## src/rtl/pipelined_adder.sv

```systemverilog
// pipelined_adder: WIDTH-bit adder with carry-in, one CHUNK-bit slice added per
// stage, behind an input capture register, under a valid/ready handshake with a
// global stall on backpressure.
// Optional feature: define ADDER_OVF_FLAG_EN to add the registered signed
// overflow output ovf_out.
module pipelined_adder #(
    parameter int unsigned WIDTH = 16,
    parameter int unsigned CHUNK = 4
) (
    input  logic             clk,
    input  logic             rst,
    input  logic             in_valid,
    output logic             in_ready,
    input  logic [WIDTH-1:0] a_in,
    input  logic [WIDTH-1:0] b_in,
    input  logic             c_in,
    output logic             out_valid,
    input  logic             out_ready,
    output logic [WIDTH-1:0] s_out,
    output logic             c_out
`ifdef ADDER_OVF_FLAG_EN
    ,
    output logic             ovf_out
`endif
);

    localparam int unsigned STAGES = WIDTH / CHUNK;
    localparam int unsigned CW     = CHUNK + 1;

    // Level 0 is the operand capture register; level j+1 holds the state after
    // chunk j has been added. Operands (skew) and partial sums (deskew) ride along.
    logic [STAGES:0]    vld;
    logic [STAGES:0]    cy;
    logic [WIDTH-1:0]   sum     [STAGES+1];
    logic [WIDTH-1:0]   opa     [STAGES];
    logic [WIDTH-1:0]   opb     [STAGES];
    logic [CHUNK:0]     part    [STAGES];
    logic [WIDTH-1:0]   nxt_sum [STAGES];
    logic               advance;

    // The whole pipe moves together unless a valid result is being held.
    assign advance  = !vld[STAGES] || out_ready;
    assign in_ready = advance && !rst;

    // Per-stage chunk add, merged into the partial sum travelling forward.
    always_comb begin
        for (int unsigned j = 0; j < STAGES; j++) begin
            part[j]    = CW'(opa[j][j*CHUNK +: CHUNK])
                       + CW'(opb[j][j*CHUNK +: CHUNK])
                       + CW'(cy[j]);
            nxt_sum[j] = sum[j];
            nxt_sum[j][j*CHUNK +: CHUNK] = part[j][CHUNK-1:0];
        end
    end

    // Pipeline registers: clear on reset, shift on advance, otherwise hold.
    always_ff @(posedge clk) begin
        if (rst) begin
            vld <= '0;
            cy  <= '0;
            for (int unsigned k = 0; k <= STAGES; k++) begin
                sum[k] <= '0;
            end
            for (int unsigned k = 0; k < STAGES; k++) begin
                opa[k] <= '0;
                opb[k] <= '0;
            end
        end else if (advance) begin
            vld    <= {vld[STAGES-1:0], in_valid};
            opa[0] <= a_in;
            opb[0] <= b_in;
            cy[0]  <= c_in;
            sum[0] <= '0;
            for (int unsigned k = 1; k < STAGES; k++) begin
                opa[k] <= opa[k-1];
                opb[k] <= opb[k-1];
            end
            for (int unsigned j = 0; j < STAGES; j++) begin
                sum[j+1] <= nxt_sum[j];
                cy[j+1]  <= part[j][CHUNK];
            end
        end
    end

    assign out_valid = vld[STAGES];
    assign s_out     = sum[STAGES];
    assign c_out     = cy[STAGES];

`ifdef ADDER_OVF_FLAG_EN
    logic ovf_q;

    // Signed overflow: equal operand signs that differ from the sum sign,
    // registered alongside the top chunk so it stays aligned with s_out.
    always_ff @(posedge clk) begin
        if (rst) begin
            ovf_q <= 1'b0;
        end else if (advance) begin
            ovf_q <= (opa[STAGES-1][WIDTH-1] == opb[STAGES-1][WIDTH-1])
                  && (part[STAGES-1][CHUNK-1] != opa[STAGES-1][WIDTH-1]);
        end
    end

    assign ovf_out = ovf_q;
`endif

endmodule

```

## config.mk

```make
export PLATFORM = sky130hd
export DESIGN_NAME = pipelined_adder
export DESIGN_NICKNAME = d
export VERILOG_FILES = /design/src/rtl/pipelined_adder.sv
export SDC_FILE = /design/constraint.sdc
export NUM_CORES = 1
export LEC_CHECK = 0
export ABC_CLOCK_PERIOD_IN_PS = 10600
export BUFFER_PORTS_ARGS = -buffer_cell sky130_fd_sc_hd__buf_2
export CAP_MARGIN = 20
export CORE_AREA = 2 2 107 109
export DETAILED_ROUTE_END_ITERATION = 10
export DIE_AREA = 0 0 109 111
export PLACE_DENSITY = 0.71
export SYNTH_ARGS = -nofsm -noshare
export SYNTH_HDL_FRONTEND = slang
export SYNTH_SLANG_ARGS = --single-unit
export TNS_END_PERCENT = 1
```

## constraint.sdc

```tcl
create_clock -name clk -period 10.6 [get_ports clk]
set_input_delay 0 -clock clk [delete_from_list [all_inputs] [get_ports clk]]
set_output_delay 0 -clock clk [all_outputs]
set_load 0.02 [all_outputs]
```

==> run metrics <==
status finished, final reports clean; simple-gate share of the synthesized area 16.1%; Critical Path Fanout Max 122; Die X 109 um; largest net degree at the start of global routing roughly 120; Post-Synth Adder-Cell Area slightly below 6%; DRC 0; Synth top area share 67.0%; core area approximately 11000 sq um; initial drt markers between 150 and 200; Final min period around 3.1 ns; net switching power around 0.00024 W; post-synthesis sequential area ratio 70.7%; Std-Cell Rows 39; count of input and output buffers 55; Yosys reg bits 130; syn_nets between 400 and 500; Placer Congestion approximately 0.73; Total Power 0.00124 W; CTS tree done; crit path kind flop to flop; Sum Neg Setup Slack 0 ns; Final Hold Violating Endpoints 0; Die Y-Extent roughly 110 um; # diodes 0; commonest non-fill, non-tap cells in the layout 120 x edfxtp_1, 86 x and3_1, 55 x buf_2; Longest Clk Path Bufs 2; H-Tree Depth 4; via count approximately 3k; Clock power frac between 40% and 50%; Leak around 3.2 nW; detailed placer's ending HPWL between 4000 and 5000 um; Hold Crit Class input pin to flop; switch share 19.5%; initial antenna violation count 0; RSZ-0062 raised after global routing false; vias in the first global route 2970; max-cap viol count 0; wire per inst 14.3 um; Post-Route WL around 8400 um; Yosys warnings 0; Syn-to-layout area delta 24.1%; crit start category flop; Syn Area/Cell between 15 and 20 sq um; first-pass GRT wire length 13900 um; main combinational cell family by area after synthesis simple AND/OR/NAND/NOR gates; Worst-path clk slew around 0.050 ns; share of post-route cells with drive strength above 1 roughly a quarter; Hold Buf Count CTS 34; Initial DRT Pass Iterations 5; total gr overflow 0; root buffer cell clkbuf_16; leading area contributor after synthesis edfxtp_1; Max Freq 0.324 GHz; crit end category flop; Seq. cell area about 3800 sq um; Final nets 491; Final Skew between 0.007 and 0.008 ns; # resized after CTS 0; Worst VDD drop around 0.15 mV; GRT Total Usage 15.1%; Period Utilization, post-route roughly 29%; Worst Max-Slew Pin Slew 1.00 ns; Critical Path RT 10.62 ns; most common cell after layout, fill and taps aside edfxtp_1; # fillers 806; cell count after synthesis 351; Compound-Gate Fraction of Synth Area roughly 3.3%; post-synth cell types 29; Gate power share ~4.5%; Final Setup Violations 0; Final ANT Viol Nets 0; Starting Density ~49%; area taken by multi-input logic gates between 1000 and 1500 sq um; Ports 56; Synth Area in XOR/XNOR less than 1%; power per cell area around 190 nW/um^2; Slew HR between 30 and 40%; cts bufs inserted 17; full die area about 12000 sq um; setup bufs post-CTS 0; Clock Latency Late Sink 0.40 ns; mux cell area share after synthesis 0.745%; top cells by area, synth edfxtp_1 67%, and3_1 10%, dfxtp_1 3.7%, and3_2 3.4%, fa_1 3.0%; CTS sink count 130; synthesized area roughly 5400 sq um; Vias/cell about 5.1; Final Max Tran Viols 0; P_int roughly 0.001 W; Reg power frac between 40 and 50%; CP arrival about 3.1 ns
-- routing by layer --
metal  share of wire [%]  wire (um)  track usage, %
met1                  44       3680            18.7
met2                  50       4250            24.7
met3                 4.3        363            4.23
met4                 1.7        143            6.15
met5                   0          0               0
-- sequential cells by signal, summed over array words and instances (netlist names) --
register / flops
sum: 40
opa: 40
cy: 5
vld: 5
opb: 40
-- stage by stage --
stage          cell area (sq um)  setup slack [ns]  utilization, %  std cells  hold slack, ns
2_1_floorplan               5380              7.06               -        351           0.133
3_3_place_gp                5720              7.66            51.6        524           0.223
3_5_place_dp                5720              7.52            51.6        524           0.230
4_1_cts                     6670              7.51            60.2        590          0.0128
5_1_grt                     6670              7.22            60.2        590          0.0538
6_report                    6670              7.51            60.2        590          0.0356
-- layout make-up --
cell class	instances	share of cell area [%]
Clock inverter	13	2.38
Multi-Input combinational cell	185	21.2
Inverter	9	0.544
Tap cell	143	2.68
Sequential cell	130	57.0
Timing Repair Buffer	91	9.45
Clock buffer	19	6.79
-- synth_stat cells (all sizes together) --
library cell and number:
a21o 7, a21oi 6, a22o 5, a31oi 2, and3 110, and4bb 2
buf 4, clkbuf 23, dfxtp 10, edfxtp 120, fa 8, ha 12
inv 9, mux2i 4, nand2 1, nand2b 1, nand3 4, nand3b 4
nor2 5, nor2b 4, nor3 2, o21ai 4, o2bb2ai 2, xnor2 2
-- logic make-up after synthesis --
family          after synthesis
compound gates               26
fa+ha+maj                    20
mux                           4
xor+xnor                      2
flops                       130
simple gates                133
buf+inv                      36
-- power by group through the flow --
stage                     Sequential (W)  Combinational, W  Clock [W]
after floorplan                 0.000600         0.0000298          0
after global placement          0.000598         0.0000444          0
after detailed placement        0.000599         0.0000459          0
after CTS                       0.000589         0.0000561   0.000598
after global routing            0.000591         0.0000628   0.000623
final                           0.000589         0.0000560   0.000591
-- final timing paths --
check / startpoint / to / slack (ns) / depth (start not counted)
worst max-delay path: vld[4] / opa[1][8] / 7.51 / 4
worst min-delay path: rst / cy[2] / 0.04 / 3
worst max register to register: vld[4] / opa[1][8] / 7.51 / 4
worst min register to register: vld[3] / vld[4] / 0.48 / 1
-- worst max-delay path, cell delays in order, from the launching register on --
cell and delay [ns]:
dfxtp_1 0.35, nand2b_4 0.73, nor2_2 0.26, inv_4 0.51
buf_4 0.75
No activity file was read; power rests on OpenSTA's default activity.
